--- config.mk ---
export PLATFORM = sky130hd
export DESIGN_NAME = instr_fetch_flat
export DESIGN_NICKNAME = d
export VERILOG_FILES = /design/src/rtl/fetch_pkg.sv /design/src/rtl/instr_fetch_if.sv /design/src/rtl/fetch_queue.sv /design/src/rtl/instr_fetch.sv /design/src/flat_wrapper.sv
export SDC_FILE = /design/constraint.sdc
export NUM_CORES = 1
export LEC_CHECK = 0
export BUFFER_PORTS_ARGS = -buffer_cell sky130_fd_sc_hd__buf_2
export CAP_MARGIN = 10
export CORE_ASPECT_RATIO = 1.1
export CORE_MARGIN = 3
export CORE_UTILIZATION = 23
export CTS_CLUSTER_SIZE = 14
export DETAILED_ROUTE_END_ITERATION = 12
export GPL_ROUTABILITY_DRIVEN = 0
export SLEW_MARGIN = 15
export SYNTH_ARGS = -nofsm -noshare
export SYNTH_HDL_FRONTEND = slang
export SYNTH_SLANG_ARGS = --single-unit
export TNS_END_PERCENT = 5
--- constraint.sdc ---
create_clock -name clk -period 6.2 [get_ports clk]
set_input_delay 0.62 -clock clk [delete_from_list [all_inputs] [get_ports clk]]
set_output_delay 0.62 -clock clk [all_outputs]
set_load 0.05 [all_outputs]
--- src/rtl/fetch_pkg.sv ---
// Shared types and constants for the instruction-fetch stage.
package fetch_pkg;

    // Fetch controller states.
    typedef enum logic [1:0] {
        IDLE = 2'd0,
        RUN  = 2'd1,
        HALT = 2'd2
    } fetch_state_t;

    localparam int          WORD_BYTES       = 4;
    localparam int          INST_W           = 32;
    localparam logic [31:0] DEFAULT_ROM_LAST = 32'd1020;

    // A queue entry is {instruction word, byte address}.
    localparam int          QUEUE_W          = 2 * INST_W;

    // A fetch address is legal when it is word aligned and inside the ROM.
    function automatic logic pc_is_legal(input logic [31:0] pc,
                                         input logic [31:0] rom_last);
        return (pc[1:0] == 2'b00) && (pc <= rom_last);
    endfunction

endpackage

--- src/rtl/instr_fetch_if.sv ---
// Fetch-to-decode handshake: head instruction, its address, valid/ready.
interface instr_fetch_if;
    import fetch_pkg::*;

    logic              inst_valid;
    logic              inst_ready;
    logic [INST_W-1:0] inst;
    logic [INST_W-1:0] inst_pc;

    // Fetch side drives the instruction, decode side drives ready.
    modport master (output inst_valid, output inst, output inst_pc, input inst_ready);
    modport slave  (input inst_valid, input inst, input inst_pc, output inst_ready);

endinterface

--- src/rtl/fetch_queue.sv ---
// Two-entry FIFO of {instruction, pc}; push and pop may share an edge,
// flush empties it. Head is read straight from the storage registers.
module fetch_queue
    import fetch_pkg::*;
(
    input  logic               clk,
    input  logic               rst_n,
    input  logic               push,
    input  logic               pop,
    input  logic               flush,
    input  logic [QUEUE_W-1:0] push_data,
    output logic [1:0]         occupancy,
    output logic [QUEUE_W-1:0] head,
    output logic               valid
);

    logic [QUEUE_W-1:0] mem_reg [2];
    logic               wr_ptr_reg;
    logic               rd_ptr_reg;
    logic [1:0]         count_reg;

    logic               do_push;
    logic               do_pop;

    assign do_push = push && !flush;
    assign do_pop  = pop && (count_reg != 2'd0) && !flush;

    // Storage write; cleared on reset so the head reads zero out of reset.
    always_ff @(posedge clk or negedge rst_n) begin
        if (!rst_n) begin
            mem_reg[0] <= '0;
            mem_reg[1] <= '0;
        end else if (do_push) begin
            mem_reg[wr_ptr_reg] <= push_data;
        end
    end

    // Pointers and occupancy; flush wins over any push or pop.
    always_ff @(posedge clk or negedge rst_n) begin
        if (!rst_n) begin
            wr_ptr_reg <= 1'b0;
            rd_ptr_reg <= 1'b0;
            count_reg  <= 2'd0;
        end else if (flush) begin
            wr_ptr_reg <= 1'b0;
            rd_ptr_reg <= 1'b0;
            count_reg  <= 2'd0;
        end else begin
            if (do_push) begin
                wr_ptr_reg <= ~wr_ptr_reg;
            end
            if (do_pop) begin
                rd_ptr_reg <= ~rd_ptr_reg;
            end
            count_reg <= count_reg + {1'b0, do_push} - {1'b0, do_pop};
        end
    end

    assign occupancy = count_reg;
    assign valid     = (count_reg != 2'd0);
    assign head      = mem_reg[rd_ptr_reg];

endmodule

--- src/rtl/instr_fetch.sv ---
// Instruction-fetch stage: owns the PC, issues ROM reads, queues the
// returned words and hands them to decode. Halts on an illegal address
// until redirected.
module instr_fetch
    import fetch_pkg::*;
#(
    parameter logic [31:0] RESET_PC = 32'd0,
    parameter logic [31:0] ROM_LAST = DEFAULT_ROM_LAST
)(
    input  logic          clk,
    input  logic          rst_n,
    output logic [31:0]   rom_addr,
    output logic          rom_en,
    input  logic [31:0]   rom_data,
    input  logic          redirect_valid,
    input  logic [31:0]   redirect_pc,
    instr_fetch_if.master dec,
    output logic          fault
);

    fetch_state_t state_reg;
    fetch_state_t state_next;

    logic [31:0]  pc_reg;
    logic         pending_reg;
    logic [31:0]  pending_pc_reg;
    logic         fault_reg;

    logic         pc_legal;
    logic         pop;
    logic         issue;
    logic         enter_halt;
    logic [2:0]   inflight;

    logic [1:0]         q_occupancy;
    logic [QUEUE_W-1:0] q_head;
    logic               q_valid;

    assign pc_legal = pc_is_legal(pc_reg, ROM_LAST);
    assign pop      = q_valid && dec.inst_ready;

    // Entries that will occupy the queue once the pending word lands;
    // pop only happens with a non-empty queue, so this never underflows.
    assign inflight = {1'b0, q_occupancy} + {2'b00, pending_reg} - {2'b00, pop};

    // Next-state and issue decision; redirect overrides everything.
    always_comb begin
        state_next = state_reg;
        issue      = 1'b0;
        enter_halt = 1'b0;
        if (redirect_valid) begin
            state_next = RUN;
        end else begin
            case (state_reg)
                IDLE: state_next = RUN;
                RUN: begin
                    if (!pc_legal) begin
                        state_next = HALT;
                        enter_halt = 1'b1;
                    end else if (inflight < 3'd2) begin
                        issue = 1'b1;
                    end
                end
                HALT:    state_next = HALT;
                default: state_next = IDLE;
            endcase
        end
    end

    // State register.
    always_ff @(posedge clk or negedge rst_n) begin
        if (!rst_n) begin
            state_reg <= IDLE;
        end else begin
            state_reg <= state_next;
        end
    end

    // PC, in-flight tracking and fault flag.
    always_ff @(posedge clk or negedge rst_n) begin
        if (!rst_n) begin
            pc_reg         <= RESET_PC;
            pending_reg    <= 1'b0;
            pending_pc_reg <= '0;
            fault_reg      <= 1'b0;
        end else if (redirect_valid) begin
            pc_reg      <= redirect_pc;
            pending_reg <= 1'b0;
            fault_reg   <= 1'b0;
        end else begin
            pending_reg <= issue;
            if (issue) begin
                pending_pc_reg <= pc_reg;
                pc_reg         <= pc_reg + 32'(WORD_BYTES);
            end
            if (enter_halt) begin
                fault_reg <= 1'b1;
            end
        end
    end

    // Words in flight on a redirect edge are dropped by the flush.
    fetch_queue u_queue (
        .clk       (clk),
        .rst_n     (rst_n),
        .push      (pending_reg && !redirect_valid),
        .pop       (pop),
        .flush     (redirect_valid),
        .push_data ({rom_data, pending_pc_reg}),
        .occupancy (q_occupancy),
        .head      (q_head),
        .valid     (q_valid)
    );

    assign rom_addr       = pc_reg;
    assign rom_en         = issue;
    assign fault          = fault_reg;
    assign dec.inst_valid = q_valid;
    assign dec.inst       = q_head[QUEUE_W-1:INST_W];
    assign dec.inst_pc    = q_head[INST_W-1:0];

endmodule

--- src/flat_wrapper.sv ---
// flat-port wrapper written by rule: the top's interface ports become plain ports
module instr_fetch_flat import fetch_pkg::*;
#(
    parameter logic [31:0] RESET_PC = 32'd0,
    parameter logic [31:0] ROM_LAST = DEFAULT_ROM_LAST
)
  (clk, rst_n, rom_addr, rom_en, rom_data, redirect_valid, redirect_pc, fault, dec_inst_valid, dec_inst, dec_inst_pc, dec_inst_ready);
  instr_fetch_if dec_i ();
  input  logic clk;
  input  logic rst_n;
  output logic [31:0] rom_addr;
  output logic rom_en;
  input  logic [31:0] rom_data;
  input  logic redirect_valid;
  input  logic [31:0] redirect_pc;
  output logic fault;
  output wire logic [$bits(dec_i.inst_valid)-1:0] dec_inst_valid;
  output wire logic [$bits(dec_i.inst)-1:0] dec_inst;
  output wire logic [$bits(dec_i.inst_pc)-1:0] dec_inst_pc;
  input wire logic [$bits(dec_i.inst_ready)-1:0] dec_inst_ready;
  assign dec_inst_valid = dec_i.inst_valid;
  assign dec_inst = dec_i.inst;
  assign dec_inst_pc = dec_i.inst_pc;
  assign dec_i.inst_ready = dec_inst_ready;
  instr_fetch #(.RESET_PC(RESET_PC), .ROM_LAST(ROM_LAST)) u_core (.clk(clk), .rst_n(rst_n), .rom_addr(rom_addr), .rom_en(rom_en), .rom_data(rom_data), .redirect_valid(redirect_valid), .redirect_pc(redirect_pc), .dec(dec_i), .fault(fault));
endmodule
### Word-level counts from Yosys, hierarchy flattened

Cells that the tools add are included.

* register bits after elaboration: 200
* latch bits: 0
* bits in writable memories: 0
* ROM bits: 0
* bits of input ports: 68
* memories kept: 0

* add/sub/neg operators: 5
* multipliers: 0
* divide/modulo/power cells: 0
* magnitude comparators: 5
* equal/unequal tests: 3
* shifts and indexed selects: 0
* mux-type cells: 26
* bitwise gates (word level): 5
* reduce and logical (&&, ||, !) cells: 16

Operators by type and width (number)
* 2-to-1 mux 64 bit: 4
* bitwise mux 128 bit: 1
* demux 64 bit (select 1 bit): 1
* 2-to-1 mux 32 bit: 2
* adder 32 x 3 -> 32 bit, second input constant: 1
* less-or-equal comparator 32 x 10 -> 1 bit, second input constant: 1
* 2-to-1 mux 1 bit: 14
* nonzero test 2 bit: 5
* logical AND 1 bit: 7
* 2-to-1 mux 2 bit: 3
* case mux 2 bit (3 select lines): 1
* greater-or-equal comparator 2 bit, second input constant: 2
* zero test 2 bit: 2
* NOT 1 -> 2 bit: 2
* adder 2 x 1 -> 3 bit: 1
* less-than comparator 3 x 2 -> 1 bit, second input constant: 1
* inequality test 3 bit, second input constant: 1
* NOT 1 bit: 3
* subtractor 3 x 1 -> 3 bit: 1
* adder 2 x 1 -> 2 bit: 1
* equality test 2 x 1 -> 1 bit, second input constant: 1
* equality test 2 bit, second input constant: 1
* less-than comparator 2 x 1 -> 1 bit, second input constant: 1
* AND reduction 2 bit: 1
* other kinds (2): 2

### Logic depth before layout (Yosys ltp)

Gate-level depths: netlist (run 1).

* word-level depth: 10
* depth in mapped cells: 11
* mapped depth without buffers: 10

### Hierarchy

A second synthesis (run 1) with hierarchy kept.

* cells, all modules: 586
* area, all modules: 9187.6 um2

Modules (own cells, without submodules)
* fetch_queue: instances 1, cells each 363, area an instance 6318.6 um2
* instr_fetch: instances 1, cells each 223, area an instance 2869.0 um2

### Least setup slack after synthesis (run 1)

No wires, ideal clock.

* kind: reg2out
* start: register u_core.u_queue.count_reg[1], in the netlist u_core.u_queue.occupancy[1]
* end: output rom_en
* arrival time: 3.375 ns
* slack: 2.205 ns
* cell stages (with the launch flop): 12
* path buffers: 1
* cells stage by stage: dfrtp_1 or2_2 nand2_1 inv_1 ha_1 nand2b_1 fa_1 xnor2_1 nand4_2 or2_0 clkbuf_1 nor2_1

* cells in the longest elaborated chain, start to end: 8
* elaborated cells on any way between the ends: 9
* those cells by class: 2 x add/sub; 1 x order compare; 4 x mux; 2 x reduce/logical

Ends and longest elaborated chain
* start, declared: line fetch_queue.sv:20 `logic [1:0] count_reg;`
* start signal, assigned: line fetch_queue.sv:55 `count_reg <= count_reg + {1'b0, do_push} - {1'b0, do_pop};`
* nonzero test 2 bit: line fetch_queue.sv:60 `assign valid = (count_reg != 2'd0);`
* named net dec_inst_valid: line flat_wrapper.sv:17 `output wire logic [$bits(dec_i.inst_valid)-1:0] dec_inst_valid;`
* logical AND 1 bit: line instr_fetch.sv:40 `assign pop = q_valid && dec.inst_ready;`
* subtractor 3 x 1 -> 3 bit: line instr_fetch.sv:44 `assign inflight = {1'b0, q_occupancy} + {2'b00, pending_reg} - {2'b00, pop};`
* less-than comparator 3 x 2 -> 1 bit: line instr_fetch.sv:60 `end else if (inflight < 3'd2) begin`
* 2-to-1 mux 1 bit: line instr_fetch.sv:60
* 2-to-1 mux 1 bit: line instr_fetch.sv:57 `if (!pc_legal) begin`
* 2-to-1 mux 1 bit: line instr_fetch.sv:54 `case (state_reg)`
* 2-to-1 mux 1 bit: line instr_fetch.sv:51 `if (redirect_valid) begin`
* end, declared: line flat_wrapper.sv:12 `output logic rom_en;`

The timed path passes the listed nets, and every way through them passes these cells.

### Final worst setup path (run 1)

* start: register u_core.u_queue.count_reg[1], in the netlist u_core.u_queue.occupancy[1]
* end: output rom_en

* cells in the longest elaborated chain, start to end: 8
* elaborated cells on any way between the ends: 9
* those cells by class: 2 x add/sub; 1 x order compare; 4 x mux; 2 x reduce/logical

Ends and longest elaborated chain (line)
* branches (longest 2 deep; another with adder 2 x 1 -> 3 bit)
* subtractor 3 x 1 -> 3 bit *: instr_fetch.sv:44
* less-than comparator 3 x 2 -> 1 bit *: instr_fetch.sv:60
* 2-to-1 mux 1 bit *: instr_fetch.sv:60
* 2-to-1 mux 1 bit *: instr_fetch.sv:57
* 2-to-1 mux 1 bit *: instr_fetch.sv:54
* 2-to-1 mux 1 bit *: instr_fetch.sv:51

Mark *: on every way between the ends.

==> impl_metrics.json, run 1 <==
{
  "status": "finished, final reports clean",
  "grtUsageTotal": 0.09891,
  "first_iter_violations": 188,
  "cp-end-kind": "primary output",
  "min_period_ns": 4.287,
  "cp.required_ns": 5.58,
  "io_pins": 167,
  "p_int_mw": 1.973,
  "final-max-slew-violation-count": 0,
  "port_buffers": 166,
  "switching_share": 0.2694,
  "vias": 5158,
  "core-area_um2": 36350,
  "ctsHoldBuffers": 0,
  "synth_seq_cells": 200,
  "maxCapViolCount": 0,
  "clock-root-buffer": "clkbuf_16",
  "hold_class": "in2async",
  "pwr-share-seq": 0.501,
  "path_class": "reg2out",
  "rsz0062_at_grt": "false",
  "routed_wl_um": 18870,
  "critPathArrivalTime_ns": 3.67,
  "postCtsResizedCells": 0,
  "num_rows": 73,
  "leakagePower_nw": 5.359,
  "dieArea_um2": 39430,
  "die_w_um": 189.6,
  "drt-pass1-iter-count": 4,
  "netSwitchingPower_uw": 727.5,
  "setup_viol": 0,
  "fin_tns_setup_ns": 0,
  "first_global_vias": 5590,
  "postSynthAreaPerCell_um2": 14.81,
  "grt_first_pass_wirelength_um": 30670,
  "start_kind": "flop",
  "clock_sinks": 200,
  "p_per_area_nw_per_um2": 257.0,
  "yosys.area.top_type": "dfrtp_1",
  "nNetsFinal": 812,
  "antenna_cells": 0,
  "ys_seq_area_frac": 0.5868,
  "die-height_um": 208.0,
  "syn_inst": 576,
  "skew_ns": 0.01351,
  "drive_gt1_frac": 0.5787,
  "max_freq_ghz": 0.2333,
  "clockPowerShare": 0.424,
  "ant_nets": 0,
  "cts.clk_slew.worst_paths_ns": 0.08,
  "drt-wirelength-per-cell_um": 15.26,
  "overflow": 0,
  "period_share": 0.6914,
  "cts_tree": "built",
  "path_max_fanout": 10,
  "largest_register_ffs": 128,
  "cts_buffers": 17,
  "grt_max_degree": 113,
  "maxSlewHeadroom": 0.2913,
  "place_hpwl_um": 12060,
  "antenna_found_initial": 2,
  "yosys_warnings": 0,
  "ir_drop_mv": 0.1854,
  "clk_latency_ns": 0.44,
  "power_frac_comb": 0.075,
  "cts.htree.levels": 4,
  "ys_top_cells_by_area": "dfrtp_1 59%, mux2_2 29%, nor2b_1 2.1%",
  "start_util": 0.2346,
  "ctsLongestPathBuffers": 2,
  "syn2layout_area_growth_pct": 23.22,
  "tightest_slew_ns": 1.063,
  "fin_util": 0.2891,
  "synth_cell_types": 41,
  "syn_area_um2": 8529,
  "viasPerCell": 4.170,
  "synth_nets": 651,
  "post-cts-setup-buffers": 0,
  "finalHoldViolCount": 0,
  "drc": 0,
  "synth_top_area_frac": 0.5868
}
## metal layers
layer | share of wire | global-route usage | wire [um]
met1 | 0.44 | 0.1235 | 8359
met2 | 0.48 | 0.1588 | 9067
met3 | 0.065 | 0.03825 | 1223
met4 | 0.011 | 0.02932 | 206
met5 | 0.00074 | 0 | 14
## synth_stat cells
master,count
fa_1,1
a211o_1,2
o311a_1,2
o211ai_1,3
nor4_2,6
o31ai_1,3
a31oi_1,1
or4_1,2
a221o_1,2
ha_1,6
nand3b_1,1
or2_2,2
mux2_1,6
buf_2,15
or2_0,1
nand4_2,2
o311ai_0,3
nor3_1,3
o21a_1,1
a21oi_1,2
nor2b_1,28
o21ai_0,1
nor4_1,2
xor2_1,2
nor2_1,7
mux2_2,217
nand4_1,4
and4_1,2
xnor2_1,3
and2_1,2
nand2_1,9
dfrtp_1,200
inv_1,8
nor4_4,1
buf_6,1
nand4b_1,1
nand2b_1,1
nand3_1,7
clkbuf_1,14
nor3b_1,1
mux2i_1,1
## logic make-up (layout without fill, tap and decap cells)
group           count (synthesis)  after routing  share of synthesized area
compound gates                 20             20                    0.01848
xor+xnor                        5              5                   0.005135
fa+ha+maj                       7              7                    0.01115
buf+inv                        38            212                    0.01980
flops                         200            200                     0.5868
mux                           224            224                     0.2956
simple gates                   82             82                    0.06308
## layout make-up
cell class	count	area (um2)
Multi-Input combinational cell	338	3376
Clock inverter	13	158.9
Fill cell	3783	25840
Sequential cell	200	5009
Clock buffer	19	442.9
Inverter	8	30.03
Tap cell	487	609.3
Timing Repair Buffer	172	884.6
## worst paths after layout
path                                                           to  cells after the start                                   start  slack [ns]
min in group clk                   u_core.rom_addr[8]$_DFFE_PN0P_                      2                          redirect_pc[8]        0.40
max                                                        rom_en                     11   u_core.u_queue.occupancy[1]$_DFF_PN0_        1.91
min reg2reg                u_core.u_queue.mem_reg[19]$_DFFE_PN0P_                      1  u_core.u_queue.mem_reg[19]$_DFFE_PN0P_        0.50
min                               u_core.rom_addr[20]$_DFFE_PN0P_                      1                                   rst_n        0.28
max in group asynchronous   u_core.u_queue.rd_ptr_reg$_DFFE_PN0P_                      2                                   rst_n        4.43
max reg2reg                  u_core.pending_pc_reg[3]$_DFFE_PN0P_                     11   u_core.u_queue.occupancy[1]$_DFF_PN0_        2.96
## worst max-delay path, cell delays in order (launching register included)
cell and delay (ns):
dfrtp_1 0.44, or2_2 0.33, nand2_1 0.12, inv_1 0.06, ha_1 0.25, nand2b_1 0.15, fa_1 0.38, xnor2_1 0.28
nand4_2 0.28, or2_0 0.45, nor2_1 0.18, buf_2 0.29
## per-stage QoR
stage / instances / power [mW] / setup slack (ns) / cell area [um2] / hold slack (ns)
final: 1237 / 2.701 / 1.913 / 10510 / 0.2797
after global routing: 1237 / 2.832 / 1.587 / 10510 / 0.3305
after CTS: 1237 / 2.760 / 1.875 / 10510 / 0.3136
after detailed placement: 1205 / 1.585 / 2.407 / 9908 / 0.4875
after global placement: 1205 / 1.583 / 2.451 / 9908 / 0.4814
after floorplan: 576 / 1.493 / 2.205 / 8529 / 0.3244
## layout by cell type (no fill, tap or decap), drive strengths merged, types with 3 or more instances in the layout
| cell | Yosys | routed |
|---|---|---|
| buf | 16 | 171 |
| clkinv | 0 | 4 |
| or2 | 3 | 3 |
| nor2b | 28 | 28 |
| inv | 8 | 15 |
| xnor2 | 3 | 3 |
| o311ai | 3 | 3 |
| ha | 6 | 6 |
| dfrtp | 200 | 200 |
| o211ai | 3 | 3 |
| o31ai | 3 | 3 |
| nand3 | 7 | 7 |
| nor2 | 7 | 7 |
| nor4 | 9 | 9 |
| nor3 | 3 | 3 |
| nand4 | 6 | 6 |
| nand2 | 9 | 9 |
| clkbuf | 14 | 20 |
| mux2 | 223 | 223 |
## power groups by stage
| stage | logic (mW) | clock network [mW] | registers, mW |
|---|---|---|---|
| detailed placement | 0.206 | 0 | 1.38 |
| finish | 0.202 | 1.15 | 1.35 |
| CTS | 0.206 | 1.20 | 1.35 |
| floorplan | 0.0452 | 0 | 1.45 |
| global placement | 0.205 | 0 | 1.38 |
| global route | 0.220 | 1.25 | 1.36 |
(Power assumes the default switching activity.)
==> run 2: changes to the inputs <==
- clock period: 6.2 -> 3.5 ns (I/O delays scaled with it)
==> impl_metrics.json, run 2 (synthesized netlist as in run 1, its figures left out) <==
{
  "status": "finished, final reports clean",
  "setup_viol": 0,
  "die_w_um": 189.6,
  "start_util": 0.2346,
  "cts_tree": "built",
  "place_hpwl_um": 12110,
  "ctsHoldBuffers": 0,
  "finalHoldViolCount": 0,
  "skew_ns": 0.01624,
  "dieArea_um2": 39430,
  "worst_slack_ns": 0.1111,
  "cp.required_ns": 3.15,
  "ir_drop_mv": 0.3188,
  "clk_latency_ns": 0.45,
  "first_global_vias": 5705,
  "antenna_cells": 0,
  "overflow": 0,
  "largest_register_ffs": 128,
  "timing.rr.start": "u_core.u_queue.occupancy[0]$_DFF_PN0_",
  "ff2ff_setup_slack_ns": 0.61,
  "maxCapViolCount": 0,
  "grtUsageTotal": 0.09900,
  "first_iter_violations": 195,
  "grt_max_degree": 107,
  "core-area_um2": 36350,
  "timing.rr.end": "u_core.rom_addr[5]$_DFFE_PN0P_",
  "switching_share": 0.2874,
  "hold_ws_ns": 0.01367,
  "layout_commonest_cell": "mux2_2",
  "path_max_fanout": 3,
  "cp-end-kind": "primary output",
  "cts.clk_slew.worst_paths_ns": 0.09,
  "port_buffers": 166,
  "min_period_ns": 3.389,
  "cts_buffers": 17,
  "drt-pass1-iter-count": 4,
  "antenna_found_initial": 0,
  "leakagePower_nw": 5.436,
  "clock_sinks": 200,
  "drt-wirelength-per-cell_um": 15.17,
  "clock-root-buffer": "clkbuf_16",
  "cts.htree.levels": 4,
  "fin_util": 0.2940,
  "vias": 5175,
  "final_cell_mix": "217 x mux2_2, 198 x dfrtp_1, 164 x buf_2, 28 x nor2b_1, 17 x clkbuf_16",
  "place_area_um2": 9998,
  "stdcell_area_um2": 10690,
  "path_class": "reg2out",
  "clockPowerShare": 0.431,
  "die-height_um": 208.0,
  "tightest_slew_ns": 0.9230,
  "critPathArrivalTime_ns": 3.04,
  "power_frac_comb": 0.075,
  "netSwitchingPower_mw": 1.394,
  "max_freq_ghz": 0.2951,
  "viasPerCell": 4.157,
  "ant_nets": 0,
  "reg2reg_depth": 11,
  "pwr-share-seq": 0.494,
  "post-place-ws_ns": 0.3399,
  "syn2layout_area_growth_pct": 25.30,
  "drive_gt1_frac": 0.5937,
  "p_per_area_nw_per_um2": 453.8,
  "start_kind": "flop",
  "p_int_mw": 3.457,
  "drc": 0,
  "cp-startpoint": "u_core.u_queue.occupancy[0]$_DFF_PN0_",
  "nNetsFinal": 820,
  "period_share": 0.9683,
  "num_rows": 73,
  "routed_wl_um": 18890,
  "endpoint": "rom_en",
  "io_pins": 167,
  "final-max-slew-violation-count": 0,
  "ctsLongestPathBuffers": 2,
  "grt_first_pass_wirelength_um": 31060,
  "hold_class": "in2async",
  "maxSlewHeadroom": 0.3847
}
==> run 2: cell count changes in the layout (fill, tap and decap cells not counted), moves of 2 or more <==
cell | previous run | this run
buf_12 | 0 | 4
inv_12 | 0 | 3
clkinv_4 | 2 | 0
buf_4 | 6 | 10
clkinv_8 | 2 | 6
==> run 2: power groups by stage <==
stage | registers, mW | logic (mW) | clock network [mW]
2_1_floorplan | 2.57 | 0.0801 | 0
3_3_place_gp | 2.44 | 0.367 | 0
3_5_place_dp | 2.44 | 0.370 | 0
4_1_cts | 2.40 | 0.372 | 2.20
5_1_grt | 2.40 | 0.397 | 2.28
6_report | 2.40 | 0.365 | 2.09
==> run 2: final cells by class <==
class                   count  area [um2]
fillers                  3758       25660
flip-flops and latches    200        5010
multi-input cells         338        3403
repair buffers            180        1001
well taps                 487       609.3
clock buffers              17       425.4
clock inverters            15       209.0
inverters                   8       30.03
==> run 2: what timing repair did <==
item	CTS	global route
setup endpoints to repair	1	1
gates resized for setup	5	5
setup buffers	1	2
pin swaps	0	4
==> run 2: worst min-delay path by stage <==
stage / startpoint / end / cells past startpoint
final: rst_n / u_core.u_queue.mem_reg[62]$_DFFE_PN0P_ / 1
after global routing: rst_n / u_core.u_queue.mem_reg[126]$_DFFE_PN0P_ / 1
after CTS: rst_n / u_core.u_queue.mem_reg[62]$_DFFE_PN0P_ / 1
after detailed placement: u_core.fault$_DFFE_PN0P_ / u_core.fault$_DFFE_PN0P_ / 1
after global placement: u_core.fault$_DFFE_PN0P_ / u_core.fault$_DFFE_PN0P_ / 1
after floorplan: rst_n / u_core.fault$_DFFE_PN0P_ / 0
==> run 2: critical path, stage by stage (launching register included) <==
cell and delay, ns:
dfrtp_1 0.44, or2_4 0.26, nand2_2 0.07, inv_1 0.04, ha_1 0.27, nand2b_4 0.14
fa_2 0.52, and2_4 0.15, nand4_2 0.09, or2_1 0.28, nor2_2 0.15, buf_6 0.18
==> run 2: per-stage QoR <==
step / power [mW] / instances / setup TNS, ns
2_1_floorplan: 2.645 / 576 / 0
3_3_place_gp: 2.808 / 1210 / 0
3_5_place_dp: 2.812 / 1210 / 0
4_1_cts: 4.963 / 1243 / 0
5_1_grt: 5.074 / 1245 / -0.02454
6_report: 4.850 / 1245 / 0
==> run 2: routing by layer <==
metal	track usage	share of wire	routed length (um)
met1	0.1259	0.45	8515
met5	0	0	0
met4	0.02575	0.010	189
met2	0.1592	0.47	8957
met3	0.03691	0.065	1223
==> run 3: changes to the inputs <==
--- a/config.mk
+++ b/config.mk
@@ -6,4 +6,5 @@
 export NUM_CORES = 1
 export LEC_CHECK = 0
+export ABC_AREA = 1
 export BUFFER_PORTS_ARGS = -buffer_cell sky130_fd_sc_hd__buf_2
 export CAP_MARGIN = 10
==> constraint.sdc (replaced) <==
create_clock -name clk -period 3.5 [get_ports clk]
set_input_delay 0.7 -clock clk [delete_from_list [all_inputs] [get_ports clk]]
set_output_delay 0.7 -clock clk [all_outputs]
set_load 0.05 [all_outputs]
==> impl_metrics.json, run 3 <==
{
  "finalHoldViolCount": 0,
  "status": "finished, final reports clean",
  "clk_latency_ns": 0.47,
  "path_buf_inv": 4,
  "yosys_most_used_dff": "dfrtp_1",
  "setup_viol": 0,
  "drt-pass1-iter-count": 5,
  "layout_commonest_cell": "nand2_1",
  "fin_tns_setup_ns": 0,
  "place_hpwl_um": 14230,
  "place_inst": 1692,
  "crit_path_cell_trace": "inv_2 -> nand2_2 -> nand2_2 -> inv_2 -> ha_4 -> or2_4 -> fa_1 -> nand3_2 -> nor2_4 -> nand4_4 -> inv_4 -> buf_8",
  "start_kind": "flop",
  "critical_path.slowest_cell": "fa_1",
  "period_share": 0.9587,
  "syn_inst": 1073,
  "ys_top_cells_by_area": "dfrtp_1 57%, nand2_1 20%, inv_1 4.7%",
  "clock_sinks": 200,
  "path_class": "reg2out",
  "ctsLongestPathBuffers": 2,
  "port_buffers": 166,
  "cp-end-kind": "primary output",
  "overflow": 0,
  "synth_cell_types": 30,
  "syn2layout_area_growth_pct": 23.17,
  "ir_drop_mv": 0.3477,
  "clock-root-buffer": "clkbuf_16",
  "async_reset_ff_frac": 1.000,
  "first_iter_violations": 430,
  "ant_nets": 0,
  "critPathArrivalTime_ns": 2.66,
  "path_delay_family": "adder cells",
  "leakagePower_nw": 5.842,
  "drt-wirelength-per-cell_um": 12.72,
  "timing.rr.start": "u_core.u_queue.occupancy[1]$_DFF_PN0_",
  "synth.most_common_cell": "nand2_1",
  "cp_slowest_stage_delay_ns": 0.50,
  "viasPerCell": 4.072,
  "io_pins": 167,
  "cts_tree": "built",
  "postSynthAreaPerCell_um2": 8.198,
  "first_global_vias": 6830,
  "num_rows": 74,
  "nNetsFinal": 1299,
  "cts_buffers": 17,
  "final_cell_mix": "458 x nand2_1, 199 x dfrtp_1, 164 x buf_2, 107 x inv_1, 75 x o21ai_0",
  "synth_top_area_frac": 0.5690,
  "synth.top_cells.by_count": "460 x nand2_1, 200 x dfrtp_1, 110 x inv_1, 75 x o21ai_0, 60 x o21ai_1",
  "cts.htree.levels": 4,
  "tightest_slew_ns": 0.9389,
  "synth_edf_count": 0,
  "worst_slack_ns": 0.1446,
  "maxSlewHeadroom": 0.3741,
  "antenna_found_initial": 0,
  "cp-startpoint": "u_core.u_queue.occupancy[1]$_DFF_PN0_",
  "final-max-slew-violation-count": 0,
  "max_freq_ghz": 0.2980,
  "ys_seq_area_frac": 0.5690,
  "min_period_ns": 3.355,
  "skew_ns": 0.01649,
  "core-area_um2": 37410,
  "synth_nets": 1148,
  "routed_wl_um": 22030,
  "vias": 7049,
  "largest_register_ffs": 128,
  "grtUsageTotal": 0.1127,
  "grt_first_pass_wirelength_um": 35870,
  "rsz0062_at_grt": "false",
  "die-height_um": 211.1,
  "drc": 0,
  "cts.clk_slew.worst_paths_ns": 0.09,
  "hold_class": "in2async",
  "dieArea_um2": 40630,
  "synth_seq_cells": 200,
  "yosys.area.top_type": "dfrtp_1",
  "start_util": 0.2351,
  "post-place-ws_ns": 0.06410,
  "power_mw": 4.930,
  "yosys_warnings": 0,
  "layoutNonFillerInstCount": 1731,
  "drive_gt1_frac": 0.1981,
  "cp.required_ns": 2.80,
  "p_per_area_nw_per_um2": 455.0,
  "nFillCells": 4052,
  "maxCapViolCount": 0,
  "antenna_cells": 0,
  "grt_max_degree": 80,
  "syn_area_um2": 8796,
  "path_max_fanout": 2,
  "ff2ff_setup_slack_ns": 0.58,
  "die_w_um": 192.5
}
==> run 3: area by class of cell <==
class,count,area (um2),share of cell area
clock inverters,15,217.7,0.02009
multi-input cells,704,3088,0.2850
well taps,494,618.1,0.05705
inverters,113,426.7,0.03938
flip-flops and latches,200,5006,0.4621
clock buffers,17,425.4,0.03927
repair buffers,188,1052,0.09712
==> run 3: path summary, 6_finish.rpt <==
check | cells after the start | to
worst max register to register | 17 | u_core.rom_addr[3]$_DFFE_PN0P_
worst max-delay path | 12 | rom_en
worst min-delay path | 1 | u_core.pending_pc_reg[10]$_DFFE_PN0P_
min in group clk | 3 | u_core.rom_addr[12]$_DFFE_PN0P_
worst min register to register | 2 | u_core.pending_pc_reg[26]$_DFFE_PN0P_
max in group asynchronous | 2 | u_core.u_queue.mem_reg[113]$_DFFE_PN0P_
==> run 3: per-stage QoR <==
step / cell area, um2 / hold slack [ns] / utilization
final: 10830 / 0.2080 / 0.2896
after global routing: 10830 / 0.2354 / 0.2896
after CTS: 10810 / 0.2097 / 0.2889
after detailed placement: 10100 / 0.4514 / 0.2701
after global placement: 10100 / 0.4485 / 0.2701
after floorplan: 8798 / 0.4044 / -
==> run 3: kinds of logic (layout without fill, tap and decap cells) <==
family | Yosys count | in the layout | share of synthesized area
XOR/XNOR | 5 | 5 | 0.004980
adder cells (fa/ha/maj) | 7 | 7 | 0.01081
AO/OA/AOI/OAI | 142 | 142 | 0.08179
buffers and inverters | 169 | 333 | 0.08450
flip-flops | 200 | 200 | 0.5690
AND/OR/NAND/NOR | 550 | 550 | 0.2489
==> run 3: where the power goes <==
part / switching [mW] / internal, mW
Clock: 1.05 / 1.05
Sequential: 0.0472 / 2.35
Combinational: 0.306 / 0.119
==> run 3: metal layers <==
layer / part of all wire / track usage / vias to the layer above
li1: - / - / 3593
met1: 0.46 / 0.1444 / 3279
met2: 0.47 / 0.1821 / 165
met3: 0.057 / 0.03485 / 12
met4: 0.014 / 0.03543 / 0
met5: 0 / 0 / -
==> run 3: repair_timing <==
item                                    in CTS  in global routing
hold buffers                                 0                  0
pin swaps                                    5                  7
gates resized for setup                      8                  2
endpoints found under the setup margin       1                  1
setup buffers                                5                  2
